<file path="src/rtl/cache_nway.sv">
// N-way set-associative write-back, write-allocate cache with tree pseudo-LRU,
// sitting between a 16-bit CPU port and a 128-bit line physical memory.
module cache_nway #(
    parameter int WAYS = 2,
    parameter int SETS = 8
) (
    input  logic         clk,
    input  logic         rst_n,
    input  logic [15:0]  mem_address,
    input  logic         mem_read,
    input  logic         mem_write,
    input  logic [1:0]   mem_byte_enable,
    input  logic [15:0]  mem_wdata,
    output logic [15:0]  mem_rdata,
    output logic         mem_resp,
    output logic [15:0]  pmem_address,
    output logic         pmem_read,
    output logic         pmem_write,
    output logic [127:0] pmem_wdata,
    input  logic [127:0] pmem_rdata,
    input  logic         pmem_resp
);
    localparam int OFFSET_W = 4;
    localparam int INDEX_W  = $clog2(SETS);
    localparam int TAG_W    = 16 - OFFSET_W - INDEX_W;
    localparam int WAY_W    = $clog2(WAYS);
    localparam int NODES    = WAYS - 1;

    typedef logic [WAY_W-1:0] way_t;
    typedef logic [NODES-1:0] plru_t;
    typedef enum logic [1:0] {IDLE, WRITEBACK, ALLOCATE} state_t;

    logic [127:0]      data_arr  [WAYS][SETS];
    logic [TAG_W-1:0]  tag_arr   [WAYS][SETS];
    logic [WAYS-1:0]   valid_arr [SETS];
    logic [WAYS-1:0]   dirty_arr [SETS];
    plru_t             plru_arr  [SETS];

    state_t              state, next_state;
    way_t                victim_q;
    logic [TAG_W-1:0]    miss_tag_q;
    logic [INDEX_W-1:0]  miss_index_q;

    logic [TAG_W-1:0]    req_tag;
    logic [INDEX_W-1:0]  req_index;
    logic [2:0]          req_word;
    logic                req;
    logic [WAYS-1:0]     hit_vec;
    logic                hit;
    way_t                hit_way;
    logic [WAYS-1:0]     set_valid;
    logic                inv_found;
    way_t                inv_way;
    way_t                miss_way;
    logic                victim_dirty;
    logic [127:0]        hit_line;
    logic [127:0]        merged_line;
    logic                latch_miss;
    logic                wb_done;
    logic                fill;
    logic                unused_addr_bit;

    // Mark every tree node on the way's path as pointing to the other subtree.
    function automatic plru_t plru_touch(input plru_t bits, input way_t way);
        plru_t res;
        int    node;
        int    dir;
        res  = bits;
        node = 0;
        for (int l = 0; l < WAY_W; l++) begin
            dir = (int'(way) >> (WAY_W - 1 - l)) & 1;
            res[WAY_W'(node)] = (dir == 0);
            node = 2 * node + 1 + dir;
        end
        return res;
    endfunction

    function automatic way_t plru_pick(input plru_t bits);
        int node;
        int way;
        int dir;
        node = 0;
        way  = 0;
        for (int l = 0; l < WAY_W; l++) begin
            dir  = bits[WAY_W'(node)] ? 1 : 0;
            way  = 2 * way + dir;
            node = 2 * node + 1 + dir;
        end
        return way_t'(way);
    endfunction

    assign req_tag         = mem_address[15 -: TAG_W];
    assign req_index       = mem_address[OFFSET_W +: INDEX_W];
    assign req_word        = mem_address[3:1];
    assign req             = mem_read | mem_write;
    assign unused_addr_bit = mem_address[0];

    for (genvar w = 0; w < WAYS; w++) begin : g_hit
        assign hit_vec[w] = valid_arr[req_index][w] && (tag_arr[w][req_index] == req_tag);
    end

    assign hit = |hit_vec;

    always_comb begin
        hit_way = '0;
        for (int w = 0; w < WAYS; w++) begin
            if (hit_vec[w]) hit_way = way_t'(w);
        end
    end

    // Descending scan so the lowest-index invalid way wins.
    always_comb begin
        set_valid = valid_arr[req_index];
        inv_found = 1'b0;
        inv_way   = '0;
        for (int w = WAYS - 1; w >= 0; w--) begin
            if (!set_valid[w]) begin
                inv_found = 1'b1;
                inv_way   = way_t'(w);
            end
        end
        miss_way = inv_found ? inv_way : plru_pick(plru_arr[req_index]);
    end

    assign victim_dirty = valid_arr[req_index][miss_way] & dirty_arr[req_index][miss_way];
    assign hit_line     = data_arr[hit_way][req_index];
    assign mem_rdata    = hit ? hit_line[{req_word, 4'h0} +: 16] : 16'h0000;

    always_comb begin
        merged_line = hit_line;
        if (mem_byte_enable[0]) merged_line[{req_word, 4'h0} +: 8] = mem_wdata[7:0];
        if (mem_byte_enable[1]) merged_line[{req_word, 4'h8} +: 8] = mem_wdata[15:8];
    end

    always_ff @(posedge clk or negedge rst_n) begin
        if (!rst_n) begin
            state        <= IDLE;
            victim_q     <= '0;
            miss_tag_q   <= '0;
            miss_index_q <= '0;
        end else begin
            state <= next_state;
            if (latch_miss) begin
                victim_q     <= miss_way;
                miss_tag_q   <= req_tag;
                miss_index_q <= req_index;
            end
        end
    end

    always_comb begin
        next_state   = state;
        mem_resp     = 1'b0;
        pmem_read    = 1'b0;
        pmem_write   = 1'b0;
        pmem_address = 16'h0000;
        pmem_wdata   = '0;
        latch_miss   = 1'b0;
        wb_done      = 1'b0;
        fill         = 1'b0;
        unique case (state)
            IDLE: begin
                if (req) begin
                    if (hit) begin
                        mem_resp = 1'b1;
                    end else begin
                        latch_miss = 1'b1;
                        next_state = victim_dirty ? WRITEBACK : ALLOCATE;
                    end
                end
            end
            WRITEBACK: begin
                pmem_write   = 1'b1;
                pmem_address = {tag_arr[victim_q][miss_index_q], miss_index_q, 4'h0};
                pmem_wdata   = data_arr[victim_q][miss_index_q];
                if (pmem_resp) begin
                    wb_done    = 1'b1;
                    next_state = req ? ALLOCATE : IDLE;
                end
            end
            ALLOCATE: begin
                pmem_read    = 1'b1;
                pmem_address = {miss_tag_q, miss_index_q, 4'h0};
                if (pmem_resp) begin
                    fill       = 1'b1;
                    next_state = IDLE;
                end
            end
            default: next_state = IDLE;
        endcase
    end

    always_ff @(posedge clk or negedge rst_n) begin
        if (!rst_n) begin
            for (int s = 0; s < SETS; s++) begin
                valid_arr[s] <= '0;
                dirty_arr[s] <= '0;
                plru_arr[s]  <= '0;
            end
        end else begin
            if (fill) begin
                valid_arr[miss_index_q][victim_q] <= 1'b1;
                dirty_arr[miss_index_q][victim_q] <= 1'b0;
                plru_arr[miss_index_q] <= plru_touch(plru_arr[miss_index_q], victim_q);
            end
            if (wb_done) dirty_arr[miss_index_q][victim_q] <= 1'b0;
            if (mem_resp) begin
                plru_arr[req_index] <= plru_touch(plru_arr[req_index], hit_way);
                if (mem_write) dirty_arr[req_index][hit_way] <= 1'b1;
            end
        end
    end

    // Line storage is never reset; only valid bits decide whether it is used.
    always_ff @(posedge clk) begin
        if (fill) begin
            data_arr[victim_q][miss_index_q] <= pmem_rdata;
            tag_arr[victim_q][miss_index_q]  <= miss_tag_q;
        end else if (mem_resp && mem_write) begin
            data_arr[hit_way][req_index] <= merged_line;
        end
    end

endmodule

</file>
<file path="config.mk">
export PLATFORM = sky130hd
export DESIGN_NAME = cache_nway
export DESIGN_NICKNAME = d
export VERILOG_FILES = /design/src/rtl/cache_nway.sv
export SDC_FILE = /design/constraint.sdc
export NUM_CORES = 2
export LEC_CHECK = 0
export BUFFER_PORTS_ARGS = -buffer_cell sky130_fd_sc_hd__clkbuf_2
export CAP_MARGIN = 20
export CORE_AREA = 3 3 467 469
export DETAILED_ROUTE_END_ITERATION = 16
export DIE_AREA = 0 0 470 472
export GPL_ROUTABILITY_DRIVEN = 0
export GPL_TIMING_DRIVEN = 1
export PLACE_DENSITY = 0.66
export SLEW_MARGIN = 0
export SYNTH_ARGS = -nofsm -noshare
export SYNTH_HDL_FRONTEND = slang
export SYNTH_SLANG_ARGS = --single-unit
</file>
<file path="constraint.sdc">
create_clock -name clk -period 16.71 [get_ports clk]
set_input_delay 4.1775 -clock clk [delete_from_list [all_inputs] [get_ports clk]]
set_output_delay 4.1775 -clock clk [all_outputs]
set_load 0.02 [all_outputs]
</file>
; Word level (Yosys, flattened, before mapping)
; Memories as Yosys holds them, arrays and structs flattened.
; Index checks and enable logic that the tools add are counted.
[totals]
mem_bits_rw = 2192
register_bits = 55
out_inout_bits = 163
n_memories = 2
elab_cells = 170
[classes]
n_lt_le_gt_ge = 9
add_sub_neg = 2
shifts = 5
bitwise = 9
n_eq_ne = 8
reduce_logical = 13
muxes = 94
[mem_list]
columns = memory, depth, word_bits, read_ports, rd_ports_with_merged_regs, wr, line_no
row1 = data_arr, 2, 1024, 2, 0, 1, 33  ; logic [127:0] data_arr [WAYS][SETS];
row2 = tag_arr, 2, 72, 3, 0, 1, 34  ; logic [TAG_W-1:0] tag_arr [WAYS][SETS];
[op_table]
columns = op, n
row1 = 2-to-1 mux 1024 bit, 4
row2 = 2-to-1 mux 128 bit, 9
row3 = OR reduction 1024 bit, 1
row4 = binary-select mux 128 bit (select 3 bit), 2
row5 = demux 128 bit (select 3 bit), 2
row6 = bitwise mux 128 bit, 2
row7 = "variable shift 8 x 9 -> 128 bit, first input constant", 2
row8 = variable part select 8 x 9 -> 128 bit, 2
row9 = variable part select 128 x 8 -> 16 bit, 1
row10 = binary-select mux 9 bit (select 3 bit), 3
row11 = 2-to-1 mux 16 bit, 5
row12 = 2-to-1 mux 72 bit, 1
row13 = logical NOT 32 bit, 2
row14 = 2-to-1 mux 9 bit, 7
row15 = AND 16 bit, 2
row16 = bitwise OR 16 bit, 2
row17 = case mux 16 bit (2 select lines), 1
row18 = 2-to-1 mux 1 bit, 31
row19 = demux 9 bit (select 3 bit), 1
row20 = 2-to-1 mux 2 bit, 12
row21 = equality test 9 bit, 2
row22 = negation 7 -> 9 bit, 2
row23 = bitwise mux 8 bit, 2
row24 = 2-to-1 mux 8 bit, 2
row25 = 21 further kinds, 40

; Depth between registers and ports, before layout
[logic_depth]
ltp_word = 16
mapped_depth = 20

; Worst setup path before layout
; Ideal clock, no wire load.
[synth_timing]
path_kind = input port to flip-flop
from = in mem_address[6]
to = mem data_arr[0][0] (netlist name) (enable)
t_arrival_ps = 16299
t_required_ps = 15918
stages = 16
n_path_buf = 7
slack_ps = -381
cell_sequence = buf_2 -> buf_4 -> buf_2 -> buf_2 -> buf_1 -> mux4_2 -> xor2_1 -> o22ai_1 -> o21ai_0 -> nor4_1 -> a21oi_1 -> or3_1 -> buf_2 -> clkbuf_1 -> nand2b_1 -> o21ai_0
[synth_between]
elab_chain_cells = 16
word_cells_on_any_way = 31
classes_between = 2 x order compare / 2 x eq/ne / 20 x mux / 1 x bitwise / 6 x reduce/logical
[synth_lines]
columns = element, line_no
row1 = "start, declared", 9  ; input logic [15:0] mem_address,
row2 = inverter 3 -> 4 bit (implied by the code) *, "99, 220"
row3 = binary-select mux 9 bit (select 3 bit), 99  ; assign hit_vec[w] = valid_arr[req_index][w] && (tag_arr[w][req_index] == req_tag);
row4 = 2-to-1 mux 9 bit (implied by the code) (2 in a row), 99
row5 = equality test 9 bit, 99
row6 = logical AND 1 bit, 99
row7 = OR reduction 2 bit, 102  ; assign hit = |hit_vec;
row8 = 2-to-1 mux 1 bit, 164  ; if (hit) begin
row9 = 2-to-1 mux 1 bit, 163  ; if (req) begin
row10 = 2-to-1 mux 1 bit, 161  ; unique case (state)
row11 = logical AND 1 bit, 219  ; end else if (mem_resp && mem_write) begin
row12 = 2-to-1 mux 1 bit, 219
row13 = 2-to-1 mux 1 bit, 216  ; if (fill) begin
row14 = 2-to-1 mux 1024 bit (implied by the code), 220  ; data_arr[hit_way][req_index] <= merged_line;
row15 = OR reduction 1024 bit (no line), n/a
row16 = 2-to-1 mux 1 bit (no line) / 2-to-1 mux 1024 bit (equally long branches), n/a
row17 = "end, declared", 33
; Mark *: on every way between the ends. The rest lies on a longest branch, timed or not. The select of a mux whose other input is x is not followed.

; Worst setup path after layout
[layout_timing]
from = in mem_address[6]
to = out mem_rdata[15]
[layout_between]
elab_chain_cells = 13
word_cells_on_any_way = 22
classes_between = 2 x eq/ne / 1 x shift / 14 x mux / 1 x bitwise / 3 x reduce/logical / 1 x memory
[layout_lines]
columns = element, line_no
row1 = inverter 3 -> 4 bit (implied by the code) *, "99, 126"
row2 = binary-select mux 9 bit (select 3 bit), 99
row3 = 2-to-1 mux 9 bit (implied by the code) (2 in a row), 99
row4 = equality test 9 bit, 99
row5 = logical AND 1 bit, 99
row6 = 2-to-1 mux 1 bit, 107  ; if (hit_vec[w]) hit_way = way_t'(w);
row7 = memory read (2 x 1024 bit), n/a
row8 = binary-select mux 128 bit (select 3 bit), 126  ; assign hit_line = data_arr[hit_way][req_index];
row9 = 2-to-1 mux 128 bit (implied by the code) (2 in a row), 126
row10 = variable part select 128 x 8 -> 16 bit, 127  ; assign mem_rdata = hit ? hit_line[{req_word, 4'h0} +: 16] : 16'h0000;
row11 = 2-to-1 mux 16 bit *, 127
row12 = "end, declared", 14  ; output logic [15:0] mem_rdata,
; Marked as above.

==> summary.txt <==
Critical path
  – CP max-delay cell: nor3_1
  – Worst path max stage delay: around 940 ps
  – R2r setup slk: around 9600 ps
  – Crit path kind: in2out
  – Reg2reg path depth: 13
  – CP top delay family: simple AND/OR/NAND/NOR gates
  – Worst r2r dst: data_arr[0][649]
  – Required time worst endpoint: about 13,000 ps
  – Worst Setup End Kind: primary output
  – Crit start category: input port
  – Worst EP arrival: 11,400 ps
  – Worst-path fanout max: 53
  – Buf+Inv Stages, Crit Path: 5
  – Most used cell, CP: buf_4
  – Critical path cell sequence: buf_4, buf_4, inv_2, nor2_4, a221o_1, xnor2_1, nand3_1, nor2_8, buf_12, mux4_2, o22ai_1, nor3_1, mux2i_1, o221ai_1, clkbuf_2
  – R2R Path Start: tag_arr[1][26]

STA
  – Endpoints failing setup: 0
  – Post-route minimum period: around 16,000 ps
  – Tcrit/Tclk final: between 90% and 100%
  – Highest clock rate: approximately 64 MHz
  – Hold_ws: 466.8 ps
  – Final Hold Vio Count: 0
  – RSZ-0062 raised after global routing: false
  – Clk_skew: roughly 64 ps
  – Worst rel slew slack: 11.89%
  – Max Slew Vio Count: 0
  – Worst slew pin tran: around 1300 ps

Min path
  – Hold crit path type: reg2reg
  – Hold depth: 1
  – WHS Endpoint: valid_arr[0]
  – Hold_sp: valid_arr[0]

Logic synthesis
  – Yosys top cell by area: edfxtp_1
  – Simple-Gate Fraction of Synth Area: between 4 and 5%
  – Count leader, synth: edfxtp_1
  – Adder-cell area share of the yosys netlist: less than 1%
  – Largest family of logic cells by synthesized area: multiplexers
  – Syn_area_per_cell: approximately 17 um2
  – Syn Inst Count: ~6,500
  – FFs w/ async S/R, synth: 2.448%
  – Register area share after synthesis: 62.72%
  – Post-Syn Area: about 110,000 um2
  – Compound-cell area share of the yosys netlist: just under 7%
  – Top cells by area, synth: edfxtp_1, mux4_2, mux2i_1
  – Post-synth top flop: edfxtp_1
  – Post-synthesis xor/xnor area fraction: 0.1226%
  – Post-synth EDFFs: roughly 2,200
  – Syn. warnings: 0
  – Post-synth top area share: between 60% and 70%
  – Synth Register Bits: 2,247
  – Synth cell count leaders: edfxtp_1, mux4_2, mux2i_1
  – Distinct cell type count after synthesis: ~80
  – Mux cell area share after synthesis: a little under a quarter

Routing
  – First-pass DRT Iterations: 9
  – Vias per Instance: ~7.3
  – Via count: just over 70,000
  – Post-route ant nets: 0
  – DR iter-0 viols: approximately 13,000
  – DRC Markers: 0
  – WL final: around 400 mm
  – Wire per inst: 40.76 um

Pwr
  – Total power per unit cell area: about 140 nW/um2
  – Leakage: a little under 40 nW
  – Max VDD drop: 0.0001383 V

Die
  – Core area: approximately 210,000 um2
  – Initial Utilization: 49.97%
  – DIE WIDTH: 470 um
  – Row count: 170
  – DIE AREA: roughly 220,000 um2
  – Die Y: approximately 470 um
  – IO Pins: 330

Global route
  – Total Routing Usage GR: roughly 36%
  – Grt total ovfl: 0
  – Initial antenna violation count: between 50 and 60
  – Largest net degree at the start of global routing: ~130
  – First-pass GRT wire length: 554.2 mm
  – Vias in the first global route: around 70,000

Clocking
  – CTS Sinks: between 2,000 and 2,500
  – Worst skew pair latency: between 900 and 1000 ps
  – Clock slew at reported path FFs: 60 ps
  – CTS tree: done
  – # hold bufs at CTS: 0
  – PostCTS Resize Cnt: 0
  – H-tree Lvls: 4
  – Post-CTS Setup Repair Bufs: 0
  – Clock buffer count from CTS: approximately 230
  – Root buffer cell: clkbuf_16
  – Clk buf depth: 3

Placed design
  – Port Buf Inserts: ~320
  – Placed Cells: approximately 9,400
  – Detailed Place HPWL: roughly 240 mm
  – Area after DPL: approximately 110,000 um2

Final layout
  – Net count, final: 6,999
  – Final non-filler cell total: 9,886
  – Share of cells above drive strength 1: between 20% and 30%
  – Post-route cell area: between 100,000 and 150,000 um2
  – Synth-to-layout area growth: 12.69%

Run status
  – Outcome: complete, no violations

Flow run
  – Maximum capacitance violations: 0
[report_power, final]
group          internal (mW)  switching (mW)
sequential              6.64           0.291
clock                   2.95            2.26
combinational           1.78            2.63
total                   11.4            5.19
[layout make-up]
type	count	area, um2
diodes	24	60.06
clock buffers	277	6023
clock inverters	155	1519
fillers	16550	93670
inverters	17	63.81
multi-input cells	3683	37840
flip-flops and latches	2247	67210
well taps	2838	3551
repair buffers	645	4468
[flip-flops by register name, summed over array words and instances (netlist names)]
register,flops
data_arr,2048
dirty_arr,16
miss_index_q,3
miss_tag_q,9
plru_arr,8
state,2
tag_arr,144
valid_arr,16
victim_q,1
[through the flow]
step	utilization, %	worst slack (ps)	total power, mW	TNS [ps]
2_1_floorplan	-	-381.3	9.845	-97620
3_3_place_gp	52.64	1558	11.27	0
3_5_place_dp	52.66	1436	11.33	0
4_1_cts	56.18	1421	16.45	0
5_1_grt	56.29	989.2	16.95	0
6_report	56.31	1132	16.56	0
[routing by layer]
layer	wire, um	part of all wire, %	track usage, %	vias up
met3	58050	14	10.76	1369
met1	136500	34	46.85	37150
met2	174000	43	51.60	6310
met5	253	0.063	0	-
met4	34210	8.5	25.16	40
li1	-	-	-	27580
[cells in the final DEF (no fill, tap or decap), types with 25 or more instances in the layout]
master / n
a22o_1: 30
clkinv_1: 56
o21ai_0: 183
a21boi_0: 27
nor2_1: 166
a22oi_1: 93
mux2i_1: 575
mux2_2: 87
clkbuf_1: 39
o21ai_1: 51
clkbuf_2: 321
mux4_2: 793
nor3_1: 77
a211oi_1: 55
nand3_1: 25
nor4_1: 48
o31a_1: 30
dfrtp_1: 51
edfxtp_1: 2192
and3_1: 41
a21oi_1: 84
nand2_1: 557
o22ai_1: 255
a32o_1: 82
buf_12: 30
buf_4: 276
and2_1: 63
bufinv_16: 25
clkbuf_16: 231
clkinv_2: 52
a31oi_1: 25
[worst max path at each step]
| stage | endpoint | cells past startpoint | from |
|---|---|---|---|
| after floorplan | data_arr[0][0] | 16 | mem_address[6] |
| after global placement | mem_rdata[10] | 18 | mem_address[6] |
| after CTS | mem_rdata[10] | 18 | mem_address[6] |
| after global routing | mem_rdata[10] | 18 | mem_address[4] |
| final | mem_rdata[15] | 15 | mem_address[6] |
| after detailed placement | mem_rdata[10] | 18 | mem_address[6] |
[cell families (layout without fill, tap and decap cells)]
| kind of cell | count (synthesis) | after routing |
|---|---|---|
| flops | 2247 | 2247 |
| mux | 1458 | 1458 |
| simple gates | 1115 | 1115 |
| compound gates | 1082 | 1082 |
| buf+inv | 536 | 1094 |
| xor+xnor | 15 | 15 |
| fa+ha+maj | 9 | 9 |
| other cells | 1 | 28 |
No activity file was read; power rests on OpenSTA's default activity.
